`config.mk`:
```
export PLATFORM = sky130hd
export DESIGN_NAME = cdc_handshake_sender
export DESIGN_NICKNAME = d
export VERILOG_FILES = /design/src/rtl/cdc_pkg.sv /design/src/rtl/synchronizer.sv /design/src/rtl/cdc_handshake_sender.sv
export SDC_FILE = /design/constraint.sdc
export NUM_CORES = 1
export LEC_CHECK = 0
export CAP_MARGIN = 0
export CORE_UTILIZATION = 43
export CTS_CLUSTER_SIZE = 25
export DETAILED_ROUTE_END_ITERATION = 10
export MAX_ROUTING_LAYER = met4
export PLACE_DENSITY = 0.88
export SLEW_MARGIN = 5
export SYNTH_ARGS = -nofsm -noshare
export SYNTH_HDL_FRONTEND = slang
export SYNTH_SLANG_ARGS = --single-unit
```
`constraint.sdc`:
```
create_clock -name clk -period 2.47 [get_ports clk]
set_clock_uncertainty 0.2 [all_clocks]
set_input_delay 0.6175 -clock clk [delete_from_list [all_inputs] [get_ports clk]]
set_output_delay 0.6175 -clock clk [all_outputs]
set_load 0.1 [all_outputs]
```
`src/rtl/cdc_pkg.sv`:
```
// Shared types and constants for the toggle-handshake CDC sender.
package cdc_pkg;

    typedef enum logic {
        IDLE     = 1'b0,
        WAIT_ACK = 1'b1
    } xfer_state_e;

    localparam int CDC_SYNC_STAGES = 3;
    localparam int XFER_COUNT_W    = 16;

endpackage

```
`src/rtl/synchronizer.sv`:
```
// Multi-flop synchronizer; async reset loads RESET_STATE into every stage.
module synchronizer #(
    parameter int                 WIDTH       = 1,
    parameter int                 STAGES      = 2,
    parameter logic [WIDTH-1:0]   RESET_STATE = '0
) (
    input  logic             clk,
    input  logic             reset,
    input  logic [WIDTH-1:0] d,
    output logic [WIDTH-1:0] q
);

    logic [STAGES-1:0][WIDTH-1:0] chain_q;

    always_ff @(posedge clk or posedge reset) begin
        if (reset) begin
            chain_q <= {STAGES{RESET_STATE}};
        end else begin
            chain_q <= {chain_q[STAGES-2:0], d};
        end
    end

    assign q = chain_q[STAGES-1];

endmodule

```
`src/rtl/cdc_handshake_sender.sv`:
```
// Source side of a toggle req/ack multi-bit CDC: holds one word until the resynchronized ack matches req.
// Optional acknowledge watchdog enabled by the macro CDC_HANDSHAKE_TIMEOUT_EN.
module cdc_handshake_sender
    import cdc_pkg::*;
#(
    parameter int WIDTH          = 32,
    parameter int TIMEOUT_CYCLES = 1024
) (
    input  logic                    clk,
    input  logic                    reset,
    input  logic                    in_valid,
    output logic                    in_ready,
    input  logic [WIDTH-1:0]        in_data,
    output logic [WIDTH-1:0]        xfer_data_o,
    output logic                    xfer_req_o,
    input  logic                    xfer_ack_i,
    output logic                    busy,
    output logic [XFER_COUNT_W-1:0] xfer_count,
    output logic                    timeout_err
);

    xfer_state_e state;
    xfer_state_e next_state;
    logic        ack_s;
    logic        accept;
    logic        complete;

    synchronizer #(
        .WIDTH       (1),
        .STAGES      (CDC_SYNC_STAGES),
        .RESET_STATE (1'b0)
    ) u_ack_sync (
        .clk   (clk),
        .reset (reset),
        .d     (xfer_ack_i),
        .q     (ack_s)
    );

    always_ff @(posedge clk or posedge reset) begin
        if (reset) begin
            state <= IDLE;
        end else begin
            state <= next_state;
        end
    end

    // Gating in_ready on ack_s == req keeps a stale ack after a local reset from being taken as completion.
    always_comb begin
        next_state = state;
        in_ready   = 1'b0;
        busy       = 1'b0;
        accept     = 1'b0;
        complete   = 1'b0;
        case (state)
            IDLE: begin
                in_ready = (ack_s == xfer_req_o);
                accept   = in_valid && in_ready;
                if (accept) begin
                    next_state = WAIT_ACK;
                end
            end
            WAIT_ACK: begin
                busy = 1'b1;
                if (ack_s == xfer_req_o) begin
                    complete   = 1'b1;
                    next_state = IDLE;
                end
            end
            default: begin
                next_state = IDLE;
            end
        endcase
    end

    always_ff @(posedge clk or posedge reset) begin
        if (reset) begin
            xfer_data_o <= '0;
            xfer_req_o  <= 1'b0;
            xfer_count  <= '0;
        end else begin
            if (accept) begin
                xfer_data_o <= in_data;
                xfer_req_o  <= ~xfer_req_o;
            end
            if (complete) begin
                xfer_count <= xfer_count + XFER_COUNT_W'(1);
            end
        end
    end

`ifdef CDC_HANDSHAKE_TIMEOUT_EN
    localparam int TIMEOUT_W = $clog2(TIMEOUT_CYCLES + 1);

    logic [TIMEOUT_W-1:0] timeout_cnt;

    // Watchdog only flags; the FSM keeps waiting so a late ack still completes the word.
    always_ff @(posedge clk or posedge reset) begin
        if (reset) begin
            timeout_cnt <= '0;
            timeout_err <= 1'b0;
        end else begin
            if (accept) begin
                timeout_cnt <= '0;
            end else if ((state == WAIT_ACK) && (timeout_cnt != TIMEOUT_W'(TIMEOUT_CYCLES))) begin
                timeout_cnt <= timeout_cnt + TIMEOUT_W'(1);
            end
            if ((state == WAIT_ACK) && (timeout_cnt == TIMEOUT_W'(TIMEOUT_CYCLES - 1))) begin
                timeout_err <= 1'b1;
            end
        end
    end
`else
    logic unused_timeout_cfg;

    assign unused_timeout_cfg = (TIMEOUT_CYCLES > 0);
    assign timeout_err        = 1'b0;
`endif

endmodule
```
==> metrics.md <==
| Metric | Value |
|---|---|
| Transition time of the tightest slew-check pin | 514 ps |
| Starting density of the core | 45.9% |
| Number of global-route vias before repair | 1386 |
| CTS tree | yes |
| Critical path capture point type | output pin |
| Total clock sinks | 53 |
| Post-Synthesis Net Count | 180 |
| Iteration count of the initial detailed-routing pass | 4 |
| Kind of launch point of the worst setup path | register |
| Stage delay of the slowest cell on the critical path | 480 ps |
| Arrival time reported for the critical path endpoint | 1330 ps |
| Largest fanout on the critical path | 4 |
| Global-route usage over all layers | 16.3% |
| Slowest stage cell, crit path | sky130_fd_sc_hd__dfrtp_2 |
| Most common cell after layout, fill and taps aside | sky130_fd_sc_hd__dfrtp_1 |
| DRC errors left | 0 |
| Flip-flop and latch count after synthesis | 53 |
| Routability cong. | 0.746 |
| IO Count | 88 |
| Share of synthesized area occupied by flip-flops and latches | 59.2% |
| Number of buffers added for setup after CTS | 0 |
| Number of buffers inserted for hold repair after clock tree synthesis | 0 |
| Share of post-route cells with drive strength above 1 | 42.5% |
| Number of warnings issued by yosys | 0 |
| Max Clock Freq | 466 MHz |
| Per-cell routed wire length | 14.0 um |
| Max-slew headroom | 65.2% |
| HP Class | reg -> reg |
| Number of instances in the synthesized netlist | 143 |
| Beginning of the worst register-to-register path | xfer_req_o$_DFFE_PP0P_ |
| Post-Syn Area | 2240 um2 |
| Fraction of the core area covered by cells at the end of the flow | 64.1% |
| Floorplan die height | 74.2 um |
| Maximum number of pins on one net before global-route repair | 35 |
| Worst setup slack for register-to-register paths | 500 ps |
| Vias/cell | 4.71 |
| R2R Path End | xfer_data_o[30]$_DFFE_PP0P_ |
| CP cell instances | xor2_4, nor2_4, buf_12 |
| Crit path launch | xfer_req_o$_DFFE_PP0P_ |
| Last element of the critical path | in_ready |
| Full die area | 5500 um2 |
| Pins Over Slew Limit | 0 |
| Net total in the final layout | 269 |
| Width of the die | 74.2 um |
| Antenna violations before repair | 0 |
| Async SR Flop Fraction | 100% |
| H-tree depth reported by CTS | 2 |
| Overall routed net length | 4.20 mm |
| Setup repair after global routing missed its margin | false |
| Final critical path time including I/O delays and setup | 2140 ps |
| Final Hold Viols | 0 |
| Total Negative Setup Slacks | 0 ps |
| DR iter-0 viols | 37 |
| Via count | 1413 |
| Number of placement rows | 25 |
| Kind of critical path | reg -> out |
| CTS root buffer | sky130_fd_sc_hd__clkbuf_8 |
| Standard cell core area | 4880 um2 |
| Wire length of the first global-routing pass | 6.60 mm |
| Number of max-cap violations | 0 |
| Quantity of I/O buffers inserted on ports | 86 |
| Cts repair resizes | 0 |
| Count of final setup violators | 0 |
| Remaining antenna violation count after routing | 0 |
| Number of cell instances on the worst register-to-register path | 5 |
| Outcome | completed |
| Clock latency on the worst-skew pair | 290 ps |
| Number of buffers added by the clock tree synthesis step | 5 |
| Number of synthesized flops with an enable pin | 0 |
| Synth unique cells | 25 |
| Number of inserted diodes | 0 |
| Clock edge transition at the registers on the reported setup and hold paths | 90 ps |
| Ratio of final minimum period to clock period | 86.8% |
| Most frequent cells in the layout | sky130_fd_sc_hd__dfrtp_1, sky130_fd_sc_hd__buf_4, sky130_fd_sc_hd__clkdlybuf4s50_1 |
| Overflow left after global routing | 0 |
| Top FF cell, synth | sky130_fd_sc_hd__dfrtp_1 |
| Layout-stage area growth over the synthesis result | 39.7% |
| Average instance area after synthesis | 15.7 um2 |
| Max Buffers Root-to-Sink | 2 |
| Placed wire-length estimate after detailed placement | 3.17 mm |
| Required arrival time at the worst endpoint | 1650 ps |
-- cell families after synthesis --
logic type / Yosys count / synth area share (%)
flip-flops: 53 / 59.2
multiplexers: 33 / 21.3
other: 1 / 0.167
XOR/XNOR: 18 / 7.37
adder cells (fa/ha/maj): 1 / 0.559
AND/OR/NAND/NOR: 28 / 7.04
AO/OA/AOI/OAI: 1 / 0.335
buffers and inverters: 8 / 4.02
-- cell usage after synthesis (2+ instances only) --
master                    count  area [um2]
sky130_fd_sc_hd__inv_1        2        7.51
sky130_fd_sc_hd__nor2_1       3        11.3
sky130_fd_sc_hd__nand2_1      5        18.8
sky130_fd_sc_hd__nand3_1      3        15.0
sky130_fd_sc_hd__buf_12       3        60.1
sky130_fd_sc_hd__nand4_1      5        31.3
sky130_fd_sc_hd__mux2_2       5        56.3
sky130_fd_sc_hd__and2_1       2        12.5
sky130_fd_sc_hd__dfrtp_1     53        1330
sky130_fd_sc_hd__xor2_1       9        78.8
sky130_fd_sc_hd__mux2_4      28         420
sky130_fd_sc_hd__and4_1       2        17.5
sky130_fd_sc_hd__and3_1       2        12.5
sky130_fd_sc_hd__xnor2_1      8        70.1
sky130_fd_sc_hd__nor3_1       3        15.0
-- flip-flops by register name, summed over array words and instances, names as in the netlist --
signal	cells
xfer_data_o	32
u_ack_sync.chain_q	2
xfer_count	16
u_ack_sync.q	1
xfer_req_o	1
state	1
-- through the flow --
stage / worst slack (ps) / cell area [um2] / instances / hold WS, ps
after floorplan: -105 / 2260 / 143 / 131
after global placement: 315 / 3050 / 292 / 133
after detailed placement: 290 / 3050 / 292 / 143
after CTS: 300 / 3130 / 300 / 164
after global routing: 263 / 3130 / 300 / 182
final: 326 / 3130 / 300 / 163
-- layout make-up --
type	count	area (um2)
clock buffer	6	72.6
clock inverter	2	10.0
fill	392	1750
inverter	2	7.51
multi-input combinational	82	840
sequential	53	1330
tap	67	83.8
timing repair buffer	88	786
-- worst max-delay path, delay by kind of cell (launching register included) --
family        cells  cell delay (ps)
simple gates      1              150
buf+inv           1              180
flops             1              480
xor+xnor          1              220
-- per-layer routing --
metal	routed length [um]	GRT usage (%)	up-vias
li1	-	-	660
met1	1810	20.8	693
met2	2130	26.1	58
met3	248	4.47	2
met4	11	3.21	0
met5	0	-	-
-- worst min-delay path by stage --
| stage | cells after the start | from | end | slack, ps |
|---|---|---|---|---|
| after floorplan | 0 | u_ack_sync.chain_q[0]$_DFF_PP0_ | u_ack_sync.chain_q[1]$_DFF_PP0_ | 130 |
| after global placement | 0 | u_ack_sync.chain_q[0]$_DFF_PP0_ | u_ack_sync.chain_q[1]$_DFF_PP0_ | 130 |
| after detailed placement | 0 | u_ack_sync.chain_q[1]$_DFF_PP0_ | u_ack_sync.q$_DFF_PP0_ | 140 |
| after CTS | 0 | u_ack_sync.chain_q[1]$_DFF_PP0_ | u_ack_sync.q$_DFF_PP0_ | 160 |
| after global routing | 0 | u_ack_sync.chain_q[0]$_DFF_PP0_ | u_ack_sync.chain_q[1]$_DFF_PP0_ | 180 |
| final | 0 | u_ack_sync.chain_q[1]$_DFF_PP0_ | u_ack_sync.q$_DFF_PP0_ | 160 |
Power is not shown: default switching activity piles up to over one toggle a cycle in this logic, so the estimate is an artifact.
==> patch 1, RTL diff (config.mk and constraints unchanged) <==
Set the package constant `CDC_SYNC_STAGES` to 6 (it was 3).
--- a/src/rtl/cdc_pkg.sv
+++ b/src/rtl/cdc_pkg.sv
@@ -6,7 +6,7 @@
         WAIT_ACK = 1'b1
     } xfer_state_e;
 
-    localparam int CDC_SYNC_STAGES = 3;
+    localparam int CDC_SYNC_STAGES = 6;
     localparam int XFER_COUNT_W    = 16;
 
 endpackage
Function: changed (a bounded check fails within 4 cycles, from zero or initial values and one cycle with reset high).
==> patch 1 against the original RTL <==
- routed wire length fell by 2.1%
- count of clock-buffer cells in the layout rose by 1
- sequential share of layout area rose by 0.61 points
- worst setup slack got worse by 69 ps
- sequential cell count rose by 3
- final area rose by 4.2%
- area after synthesis rose by 3.4%
- critical endpoint unchanged
Power is left out: the tool's default activity adds up to more than one toggle a clock period on the data nets, which glitch-free logic cannot reach.
==> patch 1: results (changes against the original RTL) <==
** CTS
- Maximum count of clock buffers along a single path :: 2 (unchanged)
- H-tree levels :: 2 (unchanged)
- The post-cts repair resize count was 0 (unchanged).
- The total of hold buffers inserted after clock tree synthesis is 0 (unchanged).
- The number of clock buffers inserted by TritonCTS came to 5 (unchanged).
- The clock reaches the later pin of the worst-skew pair after 300 ps.

** Logic synthesis
- Synth Warn # :: 0 (unchanged)
- The share of flip-flops with an asynchronous set or reset after synthesis came to 100% (unchanged).
- In the synthesized netlist the dominant register cell turns out to be sky130_fd_sc_hd__dfrtp_1.
- The commonest cells after synthesis are sky130_fd_sc_hd__dfrtp_1 (56), sky130_fd_sc_hd__mux2_4 (28), sky130_fd_sc_hd__xor2_1 (9).
- Top area cells in the synthesized netlist :: sky130_fd_sc_hd__dfrtp_1 (61%), sky130_fd_sc_hd__mux2_4 (18%), sky130_fd_sc_hd__xor2_1 (3.4%)
- Sequential element share of the synthesized area :: 60.5% (+1.3 points)
- The total nets after synthesis was 183 (+1.7%).
- The average cell area after synthesis is 15.9 um^2 (+1.2%).

** Global route
- Total global-route track usage :: 16.3% (+0.062 points)
- The via count of the first global-routing pass was 1397 (+0.79%).
- Antenna violations before repair :: 0 (unchanged)
- The maximum number of pins on one net before global-route repair was 57 (+63%).
- First-pass GRT wire length :: 6580 um (-0.21%)

** Placed design
- The post-detailed-placement cell area is 3150 um^2 (+3.5%).
- The post-placement cell count was 300 (+2.7%).
- The HPWL after detailed placement came to 3000 um (-5.3%).
- The global placement routability congestion came to 0.803 (+7.7%).

** Detailed routing
- Routed Wire Length :: 4110 um (-2.1%)
- Number of vias per cell :: 4.66 (-1.1%)
- Violation count after the first detailed-routing iteration :: 46 (+24%)

** Cells and area
- The antenna cell count is 0 (unchanged).
- The count of placed standard cells in the final layout, fillers left out is 308 (+2.7%).
- Fraction of final layout cells with drive strength greater than 1 :: 42.0% (-0.47 points)
- Regs by FF count :: xfer_data_o (32), xfer_count (16), u_ack_sync.chain_q (5)
- Filler cell count in the final layout :: 409 (+4.3%)
- Final layout net count :: 274 (+1.9%)

** Status
- Status :: complete, no violations

** Min path
- Number of cells traversed by the worst hold path :: 0 (unchanged)

** Setup path
- The slowest stage of the critical path belongs to the cell sky130_fd_sc_hd__dfrtp_2.
- For this run, the slowest stage of the critical path takes 490 ps.
- The maximum fanout encountered on the critical timing path is 4 (unchanged).
- Worst EP arrival :: 1400 ps (+70 ps)
## patch 1: path summary, 6_finish.rpt
path	slack [ps]	start	endpoint
max	260	xfer_req_o	in_ready
min	150	u_ack_sync.chain_q[3]	u_ack_sync.chain_q[4]
max reg2reg	440	xfer_req_o	xfer_data_o[14]
min reg2reg	150	u_ack_sync.chain_q[3]	u_ack_sync.chain_q[4]
max in group asynchronous	1330	reset	xfer_count[0]
min in group asynchronous	490	reset	u_ack_sync.q
## patch 1: cells by family (layout without fill, tap and decap cells)
logic type                 after synthesis  in the layout  synth area share, %
DFF                                     56             56                 60.5
muxes                                   33             33                 20.6
and+or+nand+nor                         28             28                 6.81
xor gates and xnor gates                18             18                 7.14
buffers and inverters                    8            100                 3.89
adders and majority gates                1              1                0.540
other                                    1              1                0.162
AOI/OAI and AO/OA                        1              1                0.324
## patch 1: layout make-up
cell class | count | area (um^2) | share of cell area [%]
clock buffers | 7 | 76.3 | 2.34
clock inverters | 1 | 30.0 | 0.922
inverters | 2 | 7.51 | 0.230
multi-input cells | 82 | 840 | 25.8
flip-flops and latches | 56 | 1400 | 43.1
well taps | 70 | 87.6 | 2.69
repair buffers | 90 | 813 | 25.0
## patch 1: worst reg2reg max path, stage by stage (launching register included)
cell                      delay [ps]
sky130_fd_sc_hd__dfrtp_2         490
sky130_fd_sc_hd__xor2_4          220
sky130_fd_sc_hd__nor2_4          190
sky130_fd_sc_hd__and2_4          190
sky130_fd_sc_hd__buf_4           290
sky130_fd_sc_hd__mux2_4          340
## patch 1: per-stage QoR
| step | utilization (%) | hold slack [ps] | worst slack [ps] |
|---|---|---|---|
| after floorplan | - | 131 | -105 |
| after global placement | 61.3 | 134 | 309 |
| after detailed placement | 61.3 | 135 | 279 |
| after CTS | 63.4 | 160 | 235 |
| after global routing | 63.4 | 165 | 198 |
| final | 63.4 | 154 | 257 |
## patch 1: layer usage
layer | GRT usage (%) | up-vias | share of wire [%]
li1 | - | 672 | -
met5 | - | - | 0
met2 | 24.9 | 61 | 47
met4 | 5.56 | 0 | 1.3
met1 | 21.3 | 696 | 46
met3 | 4.37 | 5 | 6.2
==> patch 2, RTL diff (config.mk and constraints unchanged) <==
Without the edit above. Put one more register stage on the output `xfer_count`, with the module's reset. The value now appears one clock later. The other outputs are not delayed to match.
--- a/src/rtl/cdc_handshake_sender.sv
+++ b/src/rtl/cdc_handshake_sender.sv
@@ -18,6 +18,8 @@
     output logic [XFER_COUNT_W-1:0] xfer_count,
     output logic                    timeout_err
 );
+
+    logic [XFER_COUNT_W-1:0] xfer_count_s0;
 
     xfer_state_e state;
     xfer_state_e next_state;
@@ -76,14 +78,14 @@
         if (reset) begin
             xfer_data_o <= '0;
             xfer_req_o  <= 1'b0;
-            xfer_count  <= '0;
+            xfer_count_s0 <= '0;
         end else begin
             if (accept) begin
                 xfer_data_o <= in_data;
                 xfer_req_o  <= ~xfer_req_o;
             end
             if (complete) begin
-                xfer_count <= xfer_count + XFER_COUNT_W'(1);
+                xfer_count_s0 <= xfer_count_s0 + XFER_COUNT_W'(1);
             end
         end
     end
@@ -116,4 +118,12 @@
     assign timeout_err        = 1'b0;
 `endif
 
+    always_ff @(posedge clk or posedge reset) begin
+        if (reset) begin
+            xfer_count <= '0;
+        end else begin
+            xfer_count <= xfer_count_s0;
+        end
+    end
+
 endmodule
Behaviour: not the same (a bounded check fails within 10 cycles, from zero or initial values and one cycle with reset high).
==> patch 2 against the original RTL <==
- worst setup slack got worse by 190 ps
- routed wire length is 15% higher
- sequential cell count grew 16
- area after synthesis grew 18%
- die area increased by 17%
- count of clock-buffer cells in the layout grew 7
- final area rose by 16%
- critical endpoint unchanged
- largest cell class unchanged
Power is left out: the tool's default activity adds up to more than one toggle a clock period on the data nets, which glitch-free logic cannot reach.
==> patch 2: results (changes against the original RTL) <==
** Global route
- Via count of the first global-routing pass :: 1579 (+14%)
- Maximum number of pins on one net before global-route repair :: 70 (+100%)
- Antenna violations before repair :: 0 (unchanged)
- The all-layer global routing usage is 16.7% (+0.44 points).
- First-pass GRT wire length :: 7610 um (+15%)

** Cells and area
- Regs by FF count :: xfer_data_o (32), xfer_count (16), xfer_count_s0 (16)
- Final layout net count :: 293 (+8.9%)
- Most frequent standard cell in the layout excluding fill and tap cells :: sky130_fd_sc_hd__dfrtp_1
- The antenna cell count is 0 (unchanged).
- The count of placed standard cells in the final layout, fillers left out came to 335 (+12%).
- Filler cell count in the final layout :: 456 (+16%)
- The fraction of final layout cells with drive strength greater than 1 came to 40.8% (-1.7 points).

** Logic synthesis
- The number of distinct library cells after synthesis was 20 (-20%).
- Sequential element share of the synthesized area :: 65.5% (+6.3 points)
- Commonest cells in the netlist :: sky130_fd_sc_hd__dfrtp_1 (69), sky130_fd_sc_hd__mux2_4 (28), sky130_fd_sc_hd__xnor2_1 (10)
- Syn avg cell area :: 16.2 um^2 (+3.2%)
- Synth Warn # :: 0 (unchanged)
- Top area cells in the synthesized netlist :: sky130_fd_sc_hd__dfrtp_1 (66%), sky130_fd_sc_hd__mux2_4 (16%), sky130_fd_sc_hd__xnor2_1 (3.3%)
- The share of flip-flops with an asynchronous set or reset after synthesis was 100% (unchanged).
- The most used flip-flop cell after synthesis is sky130_fd_sc_hd__dfrtp_1.
- The total nets after synthesis is 200 (+11%).

** CTS
- H-tree levels :: 3 (+1)
- The number of clock buffers inserted by TritonCTS came to 9 (+4).
- The total of hold buffers inserted after clock tree synthesis is 0 (unchanged).
- The maximum root-to-sink buffer count is 2 (unchanged).
- Post-CTS setup buffer count :: 0 (unchanged)
- The post-cts repair resize count was 0 (unchanged).
- In this run the clock root is driven by a sky130_fd_sc_hd__clkbuf_8.
- The clock latency on the worst-skew pair was 330 ps (+40 ps).
- The clock-pin slew on the worst setup and hold paths came to 60 ps (-30 ps).

** Placed design
- The post-detailed-placement cell area is 3480 um^2 (+14%).
- Number of cells in the design after placement :: 320 (+9.6%)
- Global placement routability congestion :: 0.739 (-0.83%)
- The number of I/O port buffers was 86 (unchanged).
- The placement-stage worst setup slack is 232 ps (-58.2 ps).
- The HPWL after detailed placement is 3300 um (+4.2%).

** Detailed routing
- The wire length per cell after detailed routing came to 14.4 um (+3.2%).
- Count of TritonRoute iterations in the first routing pass :: 2 (-2)
- Violation count after the first detailed-routing iteration :: 71 (+92%)
- The via count normalized by instance count is 4.72 (+0.20%).

** Setup path
- The critical path data arrival time is 1520 ps (+190 ps).
- Launching element of the worst setup path :: xfer_req_o
- The maximum fanout encountered on the critical timing path came to 5 (+1).

** Min path
- Worst hold-check path type :: reg2reg
- The worst hold path begins at u_ack_sync.chain_q[1].

** STA
- Worst Tran Pin Value :: 577 ps (+62.1 ps)

** Status
- Status :: complete, no violations
==> patch 2: logic make-up after synthesis <==
| kind of cell | Yosys count | share of synthesized area [%] |
|---|---|---|
| other | 1 | 0.142 |
| multiplexers | 33 | 18.1 |
| buffers and inverters | 9 | 2.85 |
| flip-flops | 69 | 65.5 |
| adder cells (fa/ha/maj) | 1 | 0.475 |
| AO/OA/AOI/OAI | 1 | 0.332 |
| AND/OR/NAND/NOR | 31 | 6.60 |
| XOR/XNOR | 18 | 5.98 |
==> patch 2: path summary, 6_finish.rpt <==
check / end / cells past startpoint / slack, ps
worst max-delay path: in_ready / 3 / 130
worst min-delay path: u_ack_sync.q / 0 / 150
worst max register to register: xfer_data_o[4] / 4 / 510
worst min register to register: u_ack_sync.q / 0 / 150
max in group asynchronous: xfer_data_o[8] / 3 / 1280
min in group asynchronous: xfer_count[10] / 3 / 530
==> patch 2: critical path: stages (launching register included) <==
cell and delay, ps:
sky130_fd_sc_hd__dfrtp_1 430, sky130_fd_sc_hd__xor2_1 510, sky130_fd_sc_hd__nor2_4 60, sky130_fd_sc_hd__buf_12 180
==> patch 2: final cells by class <==
class	count	share of cell area, %
clock buffer	13	4.10
clock inverter	2	0.275
inverter	3	0.413
multi-input combinational	85	23.2
sequential	69	47.5
tap	75	2.58
timing repair buffer	88	22.0
==> patch 2: routing by layer <==
metal / routed length, um / global-route usage (%) / up-vias
met5: 0 / - / -
met4: 85 / 7.50 / 0
met3: 346 / 5.57 / 10
met2: 2180 / 24.2 / 62
met1: 2230 / 21.4 / 774
li1: - / - / 735
==> patch 2: per-stage QoR <==
stage	hold slack, ps	util, %
finish	152	61.4
floorplan	131	-
CTS	151	61.4
global route	154	61.4
global placement	136	58.7
detailed placement	137	58.7
